$ cat src/rtl/result_qalign_collector_if.sv
// Handshake bundle for the result Q-align collector: element input stream and aligned output stream.
interface result_qalign_collector_if #(
  parameter int WORD_SIZE = 16,
  parameter int VEC_LEN   = 8,
  parameter int QW        = 4
);
  localparam int IW = (VEC_LEN > 1) ? $clog2(VEC_LEN) : 1;

  logic                 in_valid;
  logic                 in_ready;
  logic [WORD_SIZE-1:0] in_data;
  logic [QW-1:0]        in_qi;
  logic [QW-1:0]        in_qf;

  logic                 out_valid;
  logic                 out_ready;
  logic [WORD_SIZE-1:0] out_data;
  logic [QW-1:0]        out_qi;
  logic [QW-1:0]        out_qf;
  logic [IW-1:0]        out_idx;
  logic                 out_last;
  logic                 out_fmt_err;

  // collector side
  modport slave (
    input  in_valid, in_data, in_qi, in_qf, out_ready,
    output in_ready, out_valid, out_data, out_qi, out_qf, out_idx, out_last, out_fmt_err
  );

  // producer / consumer side
  modport master (
    output in_valid, in_data, in_qi, in_qf, out_ready,
    input  in_ready, out_valid, out_data, out_qi, out_qf, out_idx, out_last, out_fmt_err
  );
endinterface

$ cat src/rtl/result_qalign_collector.sv
// Buffers one vector of Q-tagged elements, aligns all to the smallest QF, then streams them out
// with a single common QI/QF per vector.
module result_qalign_collector #(
  parameter int WORD_SIZE = 16,
  parameter int VEC_LEN   = 8,
  parameter int QW        = 4
) (
  input  logic                      src_clk,
  input  logic                      rst_n,
  result_qalign_collector_if.slave  bus
);
  localparam int IW = (VEC_LEN > 1) ? $clog2(VEC_LEN) : 1;

  typedef enum logic [1:0] {S_COLLECT, S_ALIGN, S_DRAIN} state_t;

  state_t r_state, w_next;

  logic [WORD_SIZE-1:0] r_buf [VEC_LEN];
  logic [QW-1:0]        r_qf  [VEC_LEN];
  logic [IW-1:0]        r_count;
  logic [QW-1:0]        r_min_qf;
  logic                 r_err;

  logic                 r_out_valid;
  logic [WORD_SIZE-1:0] r_out_data;
  logic [QW-1:0]        r_out_qi;
  logic [QW-1:0]        r_out_qf;
  logic [IW-1:0]        r_out_idx;
  logic                 r_out_last;
  logic                 r_out_fmt_err;

  logic                        w_in_ready;
  logic                        w_in_fire;
  logic                        w_in_last;
  logic                        w_out_fire;
  logic                        w_load;
  logic [IW-1:0]               w_sel;
  logic [QW-1:0]               w_sh;
  logic signed [WORD_SIZE-1:0] w_buf_sel;
  logic signed [WORD_SIZE-1:0] w_aligned;
  logic [QW:0]                 w_qsum;
  logic                        w_bad;

  assign w_in_fire  = bus.in_valid & w_in_ready;
  assign w_in_last  = (r_count == IW'(VEC_LEN - 1));
  assign w_out_fire = r_out_valid & bus.out_ready;

  // Format check is done one bit wider so qi+qf cannot wrap back onto WORD_SIZE.
  assign w_qsum = {1'b0, bus.in_qi} + {1'b0, bus.in_qf};
  assign w_bad  = (w_qsum != (QW+1)'(WORD_SIZE));

  // Element 0 loads on the first DRAIN cycle; afterwards each accepted non-last element advances.
  assign w_load    = (r_state == S_DRAIN) && (!r_out_valid || (w_out_fire && !r_out_last));
  assign w_sel     = r_out_valid ? (r_out_idx + IW'(1)) : '0;
  assign w_sh      = r_qf[w_sel] - r_min_qf;
  assign w_buf_sel = r_buf[w_sel];
  assign w_aligned = w_buf_sel >>> w_sh;

  always_ff @(posedge src_clk or negedge rst_n) begin
    if (!rst_n) r_state <= S_COLLECT;
    else        r_state <= w_next;
  end

  always_comb begin
    w_next     = r_state;
    w_in_ready = 1'b0;
    case (r_state)
      S_COLLECT: begin
        w_in_ready = 1'b1;
        if (bus.in_valid && w_in_last) w_next = S_ALIGN;
      end
      S_ALIGN:   w_next = S_DRAIN;
      S_DRAIN:   if (w_out_fire && r_out_last) w_next = S_COLLECT;
      default:   w_next = S_COLLECT;
    endcase
  end

  always_ff @(posedge src_clk) begin
    if (w_in_fire) begin
      r_buf[r_count] <= bus.in_data;
      r_qf[r_count]  <= bus.in_qf;
    end
  end

  always_ff @(posedge src_clk or negedge rst_n) begin
    if (!rst_n) begin
      r_count       <= '0;
      r_min_qf      <= '1;
      r_err         <= 1'b0;
      r_out_valid   <= 1'b0;
      r_out_data    <= '0;
      r_out_qi      <= '0;
      r_out_qf      <= '0;
      r_out_idx     <= '0;
      r_out_last    <= 1'b0;
      r_out_fmt_err <= 1'b0;
    end else begin
      if (w_in_fire) begin
        r_count  <= r_count + IW'(1);
        r_min_qf <= (bus.in_qf < r_min_qf) ? bus.in_qf : r_min_qf;
        r_err    <= r_err | w_bad;
      end
      if (r_state == S_ALIGN) begin
        r_out_qf      <= r_min_qf;
        r_out_qi      <= QW'(WORD_SIZE) - r_min_qf;
        r_out_fmt_err <= r_err;
      end
      if (w_load) begin
        r_out_valid <= 1'b1;
        r_out_data  <= w_aligned;
        r_out_idx   <= w_sel;
        r_out_last  <= (w_sel == IW'(VEC_LEN - 1));
      end else if (w_out_fire && r_out_last) begin
        r_out_valid <= 1'b0;
        r_count     <= '0;
        r_min_qf    <= '1;
        r_err       <= 1'b0;
      end
    end
  end

  assign bus.in_ready    = w_in_ready;
  assign bus.out_valid   = r_out_valid;
  assign bus.out_data    = r_out_data;
  assign bus.out_qi      = r_out_qi;
  assign bus.out_qf      = r_out_qf;
  assign bus.out_idx     = r_out_idx;
  assign bus.out_last    = r_out_last;
  assign bus.out_fmt_err = r_out_fmt_err;
endmodule
$ cat src/flat_wrapper.sv
// flat-port wrapper written by rule: the top's interface ports become plain ports
module result_qalign_collector_flat 
#(
  parameter int WORD_SIZE = 16,
  parameter int VEC_LEN   = 8,
  parameter int QW        = 4
)
  (src_clk, rst_n, bus_in_valid, bus_in_data, bus_in_qi, bus_in_qf, bus_out_ready, bus_in_ready, bus_out_valid, bus_out_data, bus_out_qi, bus_out_qf, bus_out_idx, bus_out_last, bus_out_fmt_err);
  result_qalign_collector_if #(.WORD_SIZE(WORD_SIZE), .VEC_LEN(VEC_LEN), .QW(QW)) bus_i ();
  input  logic src_clk;
  input  logic rst_n;
  input wire logic [$bits(bus_i.in_valid)-1:0] bus_in_valid;
  input wire logic [$bits(bus_i.in_data)-1:0] bus_in_data;
  input wire logic [$bits(bus_i.in_qi)-1:0] bus_in_qi;
  input wire logic [$bits(bus_i.in_qf)-1:0] bus_in_qf;
  input wire logic [$bits(bus_i.out_ready)-1:0] bus_out_ready;
  output wire logic [$bits(bus_i.in_ready)-1:0] bus_in_ready;
  output wire logic [$bits(bus_i.out_valid)-1:0] bus_out_valid;
  output wire logic [$bits(bus_i.out_data)-1:0] bus_out_data;
  output wire logic [$bits(bus_i.out_qi)-1:0] bus_out_qi;
  output wire logic [$bits(bus_i.out_qf)-1:0] bus_out_qf;
  output wire logic [$bits(bus_i.out_idx)-1:0] bus_out_idx;
  output wire logic [$bits(bus_i.out_last)-1:0] bus_out_last;
  output wire logic [$bits(bus_i.out_fmt_err)-1:0] bus_out_fmt_err;
  assign bus_i.in_valid = bus_in_valid;
  assign bus_i.in_data = bus_in_data;
  assign bus_i.in_qi = bus_in_qi;
  assign bus_i.in_qf = bus_in_qf;
  assign bus_i.out_ready = bus_out_ready;
  assign bus_in_ready = bus_i.in_ready;
  assign bus_out_valid = bus_i.out_valid;
  assign bus_out_data = bus_i.out_data;
  assign bus_out_qi = bus_i.out_qi;
  assign bus_out_qf = bus_i.out_qf;
  assign bus_out_idx = bus_i.out_idx;
  assign bus_out_last = bus_i.out_last;
  assign bus_out_fmt_err = bus_i.out_fmt_err;
  result_qalign_collector #(.WORD_SIZE(WORD_SIZE), .VEC_LEN(VEC_LEN), .QW(QW)) u_core (.src_clk(src_clk), .rst_n(rst_n), .bus(bus_i));
endmodule
$ cat config.mk
export PLATFORM = sky130hd
export DESIGN_NAME = result_qalign_collector_flat
export DESIGN_NICKNAME = d
export VERILOG_FILES = /design/src/rtl/result_qalign_collector_if.sv /design/src/rtl/result_qalign_collector.sv /design/src/flat_wrapper.sv
export SDC_FILE = /design/constraint.sdc
export NUM_CORES = 1
export LEC_CHECK = 0
export CAP_MARGIN = 20
export CORE_AREA = 2 2 178 180
export CTS_BUF_LIST = sky130_fd_sc_hd__clkbuf_8 sky130_fd_sc_hd__clkbuf_16
export CTS_CLUSTER_DIAMETER = 200
export DETAILED_ROUTE_END_ITERATION = 7
export DIE_AREA = 0 0 180 182
export PLACE_DENSITY = 0.53
export RECOVER_POWER = 25
export SETUP_SLACK_MARGIN = 0.02
export SLEW_MARGIN = 5
export SYNTH_ARGS = -nofsm -noshare
export SYNTH_HDL_FRONTEND = slang
export SYNTH_SLANG_ARGS = --single-unit
$ cat constraint.sdc
create_clock -name src_clk -period 12.5 [get_ports src_clk]
set_clock_uncertainty 0.2 [all_clocks]
set_input_delay 3.75 -clock src_clk [delete_from_list [all_inputs] [get_ports src_clk]]
set_output_delay 3.75 -clock src_clk [all_outputs]
set_load 0.02 [all_outputs]
# Word-level counts from Yosys, hierarchy flattened
# Memories as Yosys holds them, arrays and structs flattened.
# Cells that the tools add are included.
word_totals:
  regBits: 40
  ramBits: 160
  input_bits: 28
  out_inout_bits: 31
  elab_cells: 59
  mem_count: 2
classes:
  addsub: 5
  order_cmp: 1
  eq_ne: 7
  shift: 1
  mux: 19
  bitwise_logic: 3
  n_reduce_logical: 10
memory_table:
  columns: ["name", "depth", "word_bits", "read_ports", "rd_clocked_by_memory_dff", "write_ports", "line", "text"]
  rows:
  - ["u_core.r_buf", 8, 16, 1, 0, 1, "result_qalign_collector.sv:18", "logic [WORD_SIZE-1:0] r_buf [VEC_LEN];"]
  - ["u_core.r_qf", 8, 4, 1, 0, 1, "result_qalign_collector.sv:19", "logic [QW-1:0] r_qf [VEC_LEN];"]
op_table:
  columns: ["op", "count"]
  rows:
  - ["$mux 4", 4]
  - ["$sshr 16x4->16", 1]
  - ["$mux 3", 4]
  - ["$mux 1", 8]
  - ["$add 3x1->3 const B", 2]
  - ["$eq 3x3->1 const B", 2]
  - ["$pmux 2 s3", 1]
  - ["$add 4x4->5", 1]
  - ["$ne 5x5->1 const B", 1]
  - ["$logic_and 1x1->1", 4]
  - ["$lt 4x4->1", 1]
  - ["$mux 2", 2]
  - ["$sub 1x4->4 const A", 1]
  - ["$sub 4x4->4", 1]
  - ["$and 1x1->1", 2]
  - ["$eq 2x1->1 const B", 1]
  - ["$eq 2x2->1 const B", 1]
  - ["$logic_not 1->1", 2]
  - ["$logic_not 2->1", 1]
  - ["$ne 2x1->1 const B", 1]
  - ["$ne 2x2->1 const B", 1]
  - ["$reduce_and 2->1", 1]
  - ["$reduce_bool 2->1", 1]
  - ["$logic_or 1x1->1", 1]
  - ["$or 1x1->1", 1]

# Longest topological paths before layout
depth:
  depth_word: 6
  mapped_depth: 19
  ltp_nobuf: 16

# Least setup slack after synthesis
# No wires, ideal clock.
synth_timing:
  path_kind: "in2reg"
  start: "in bus_in_valid"
  end: "mem u_core.r_buf[0][0] (enable)"
  setup_ps: 448
  t_arrival_ps: 5843
  required_ps: 11852
  setup_slack_ps: 6009
  stages: 2
  path_buffers: 0
  cell_sequence: "nand2_1 > nor4_1"
synth_via:
  elab_chain_cells: 3
synth_rtl:
  columns: ["item", "line", "text"]
  rows:
  - ["start: declaration", "flat_wrapper.sv:12", "input wire logic [$bits(bus_i.in_valid)-1:0] bus_in_valid;"]
  - ["$and 1x1->1", "result_qalign_collector.sv:44", "assign w_in_fire = bus.in_valid & w_in_ready;"]
  - ["$mux 1", "result_qalign_collector.sv:79", "if (w_in_fire) begin"]
  - ["$mux 1 (not written as such)", "result_qalign_collector.sv:80", "r_buf[r_count] <= bus.in_data;"]
  - ["end: declaration", "result_qalign_collector.sv:18", null]
# Every way passes these cells.

# Worst setup path after layout
layout_timing:
  start: "in bus_in_valid"
  end: "mem u_core.r_buf[2][7] (enable)"
# The elaborated chain is that of the path after synthesis.

==> results.rst <==
.. list-table::
   :header-rows: 1

   * - Metric
     - Value
   * - Status
     - complete, but fails checks
   * - Violations in the final reports
     - capacitance limit, slew limit
   * - Number of hold-slack violations in the final timing report
     - 0
   * - Synth Net Count
     - 714
   * - FP Rows
     - 65
   * - Start point of the worst hold path
     - u_core.bus.out_data[13]
   * - Storage element area
     - ~5800 µm²
   * - Clock root cell
     - clkbuf_16
   * - Fraction of final layout cells with drive strength greater than 1
     - 0.140
   * - Length in cells of the worst reg-to-reg path
     - 16
   * - Total Nets Final
     - 769
   * - Min-Delay Path Class
     - reg2reg
   * - Number of gates resized after CTS
     - 0
   * - Sinks on the clock net
     - roughly 200
   * - Total non-filler cell area in the finished layout
     - between 10000 and 15000 µm²
   * - Number of nets still failing antenna checks after routing
     - 0
   * - Proportion of synthesized chip area in sequential cells
     - 0.632
   * - Tightest slew margin relative to the limit
     - -0.425
   * - Slowest cell on the critical path
     - nor3_2
   * - Shortest period the worst path allows
     - just under 6000 ps
   * - Clock edge transition at the registers on the reported setup and hold paths
     - roughly 70 ps
   * - Maximum level of the CTS H-tree
     - 4
   * - Synthesized instance count
     - 670
   * - Buffers on Ports
     - 58
   * - Die Width
     - between 150 and 200 µm
   * - Count of different cell masters after synthesis
     - just under 80
   * - Worst Hold Slack
     - between 200 and 300 ps
   * - Die area
     - 32800 µm²
   * - Number of buffers added by the clock tree synthesis step
     - 17
   * - Fillers
     - between 3000 and 4000
   * - Post-synthesis instance area
     - between 9000 and 10000 µm²
   * - Total vias in the final route
     - 5786
   * - Critical R2R Launch
     - u_core.bus.out_idx[0]
   * - Number of optimization iterations in the first detailed-route pass
     - 5
   * - Vias in the first global route
     - 5727
   * - Number of synthesized register bits
     - around 200
   * - Setup TNS after final layout
     - 0 ps
   * - R2r endpoint
     - u_core.bus.out_data[8]
   * - Sum of buffers and inverters on the critical path
     - 2
   * - Post-Syn Area per Cell
     - between 10 and 15 µm²
   * - Area of the multi-input gates
     - 3050 µm²
   * - Initial DRC Count
     - about 460
   * - Final count of pins violating max slew
     - 40
   * - Number of warnings issued by yosys
     - 0
   * - # Post-CTS Setup Buffers
     - 0
   * - Setup crit start kind
     - input pin
   * - Worst hold endpoint
     - u_core.bus.out_data[13]
   * - Initial antenna violation count
     - 2
   * - Congestion Overflow GR
     - 0
   * - Setup repair after global routing missed its margin
     - no
   * - DP Wirelength
     - 14.7 mm
   * - Floorplan die height
     - approximately 180 µm
   * - Largest incremental delay on the critical path
     - between 700 and 800 ps
   * - CP required
     - ~12000 ps
   * - Depth of the worst hold-timing path
     - 2
   * - CTS tree
     - built
   * - Cell family with most CP delay
     - simple AND/OR/NAND/NOR gates
   * - Total Routing Usage GR
     - 0.142
   * - Crit-path cells
     - dlygate4sd3_1 > and2_1 > nand2_1 > nor3_2 > buf_4
   * - Core Region
     - about 31000 µm²
   * - Signed area change from the synthesized netlist to the final layout
     - 16.8%
   * - FF-to-FF setup slack
     - approximately 6600 ps
   * - Largest net degree at the start of global routing
     - 47
   * - Final weighted congestion in routability-driven placement
     - between 0.7 and 0.8
   * - CP max FO
     - 11
   * - Post-CTS Hold Buffers
     - 0
   * - Per-cell via count in the routed design
     - between 5 and 6
   * - First-pass GRT wire length
     - between 30 and 40 mm
   * - Count of unresolved DRC violations after routing
     - 0
   * - Longest Clk Path Bufs
     - 2
   * - Primary flip-flop cell chosen by synthesis mapping
     - edfxtp_1
   * - Initial Util
     - 0.295
   * - Category of the critical setup timing path
     - in2reg
   * - Instance area after placement
     - roughly 10000 µm²
   * - EDFF count, synth
     - 160
   * - Source-to-sink clock delay at the later pin of the worst-skew pair
     - around 430 ps
   * - Final Routed Wirelength
     - 23.0 mm
   * - Crit. End Element
     - flip-flop
   * - Least-Margin Pin Slew
     - roughly 2100 ps
   * - Total of max-cap violations
     - 1
   * - IO Count
     - slightly below 60
   * - Data arrival time of the worst path
     - slightly below 6000 ps
   * - Post-synthesis async set-or-reset flop share
     - 0.196
   * - Routed WL per cell
     - around 20 µm
   * - Post-route clock period utilization
     - 0.477
   * - Total of endpoints with negative setup slack in the final report
     - 0
   * - F_max
     - roughly 170 MHz
-- area by class of cell --
type	instances	area share
Clock buffer	17	0.0398
Tap cell	402	0.0471
Multi-Input combinational cell	414	0.286
Antenna cell	2	0.000468
Timing Repair Buffer	75	0.0657
Sequential cell	199	0.541
Inverter	18	0.00632
Clock inverter	15	0.0137
-- worst max-delay path by stage --
| stage | startpoint | end | slack [ps] | depth (start not counted) |
|---|---|---|---|---|
| after global placement | bus_in_valid | u_core.r_buf[4][15] | 6120 | 4 |
| after CTS | u_core.bus.out_idx[0] | bus_out_idx[0] | 6530 | 1 |
| final | bus_in_valid | u_core.r_buf[2][7] | 6530 | 5 |
| after detailed placement | bus_in_valid | u_core.r_buf[2][4] | 6140 | 5 |
| after global routing | u_core.bus.out_idx[0] | u_core.bus.out_data[8] | 6130 | 16 |
| after floorplan | bus_in_valid | u_core.r_buf[0][0] | 6010 | 2 |
-- flip-flops by register name, summed over array words and instances (netlist names) --
name / count
u_core.bus.out_data: 16
u_core.bus.out_fmt_err: 1
u_core.bus.out_idx: 3
u_core.bus.out_last: 1
u_core.bus.out_qf: 4
u_core.bus.out_qi: 3
u_core.bus.out_valid: 1
u_core.r_buf: 128
u_core.r_count: 3
u_core.r_err: 1
u_core.r_min_qf: 4
u_core.r_qf: 32
u_core.r_state: 2
-- cells in the final DEF (no fill, tap or decap), drive strengths merged, types with 13 or more instances in the layout --
cell,n
edfxtp,160
nand2,80
clkdlybuf4s50,48
o21ai,42
mux2i,41
dfrtp,35
a21oi,30
inv,26
nor2,20
clkbuf,18
buf,17
mux2,16
ha,14
o211ai,13
-- kinds of logic after synthesis --
family / Yosys count / synth area share
buffers and inverters: 57 / 0.0380
multiplexers: 65 / 0.0846
adder cells (fa/ha/maj): 16 / 0.0235
flip-flops: 199 / 0.632
AO/OA/AOI/OAI: 168 / 0.130
AND/OR/NAND/NOR: 155 / 0.0800
XOR/XNOR: 10 / 0.0112
-- per-stage QoR --
stage	instances	utilization	setup WS, ps
floorplan	670	-	6010
global placement	1107	0.326	6120
detailed placement	1108	0.326	6140
CTS	1140	0.345	6530
global route	1142	0.345	6130
finish	1142	0.345	6530
-- worst register-to-register path, stage by stage, from the launching register on --
cell,delay (ps)
dfrtp_2,800
ha_1,380
xor2_2,140
buf_4,300
nand2_2,400
nor2_1,250
a221oi_1,110
o21ai_0,320
inv_1,120
fa_1,1060
inv_1,440
o2111a_1,250
a211oi_1,320
mux2_2,270
nor2_1,60
o311ai_1,260
nand2_1,80
-- synth_stat cells, types with 5 or more instances --
cell type / count / area share
a22oi_1: 6 / 0.0049
nor2b_1: 5 / 0.0034
dfrtp_1: 35 / 0.096
nor2_1: 19 / 0.0078
inv_1: 17 / 0.0070
o211a_1: 6 / 0.0066
edfxtp_1: 160 / 0.53
clkbuf_1: 12 / 0.0049
o221ai_1: 7 / 0.0067
xnor2_1: 5 / 0.0048
o211ai_1: 12 / 0.0098
buf_6: 9 / 0.011
buf_2: 9 / 0.0049
a221oi_1: 7 / 0.0067
a211oi_1: 8 / 0.0066
o21ai_0: 39 / 0.021
nand2_1: 78 / 0.032
mux4_2: 8 / 0.020
mux2_2: 15 / 0.018
nor3_1: 10 / 0.0055
ha_1: 14 / 0.019
nand2b_1: 8 / 0.0055
a221o_1: 5 / 0.0055
nand3_1: 7 / 0.0038
mux2i_1: 41 / 0.045
a21oi_1: 30 / 0.016
-- layer usage --
metal	GRT usage	wire length (µm)	up-vias
met3	0.0263	1010	14
met4	0.0387	241	0
met5	0	0	-
met2	0.233	10900	152
met1	0.194	10900	2934
li1	-	-	2686
Power is left out: the tool's default activity adds up to more than one toggle a clock period on the data nets, which glitch-free logic cannot reach.
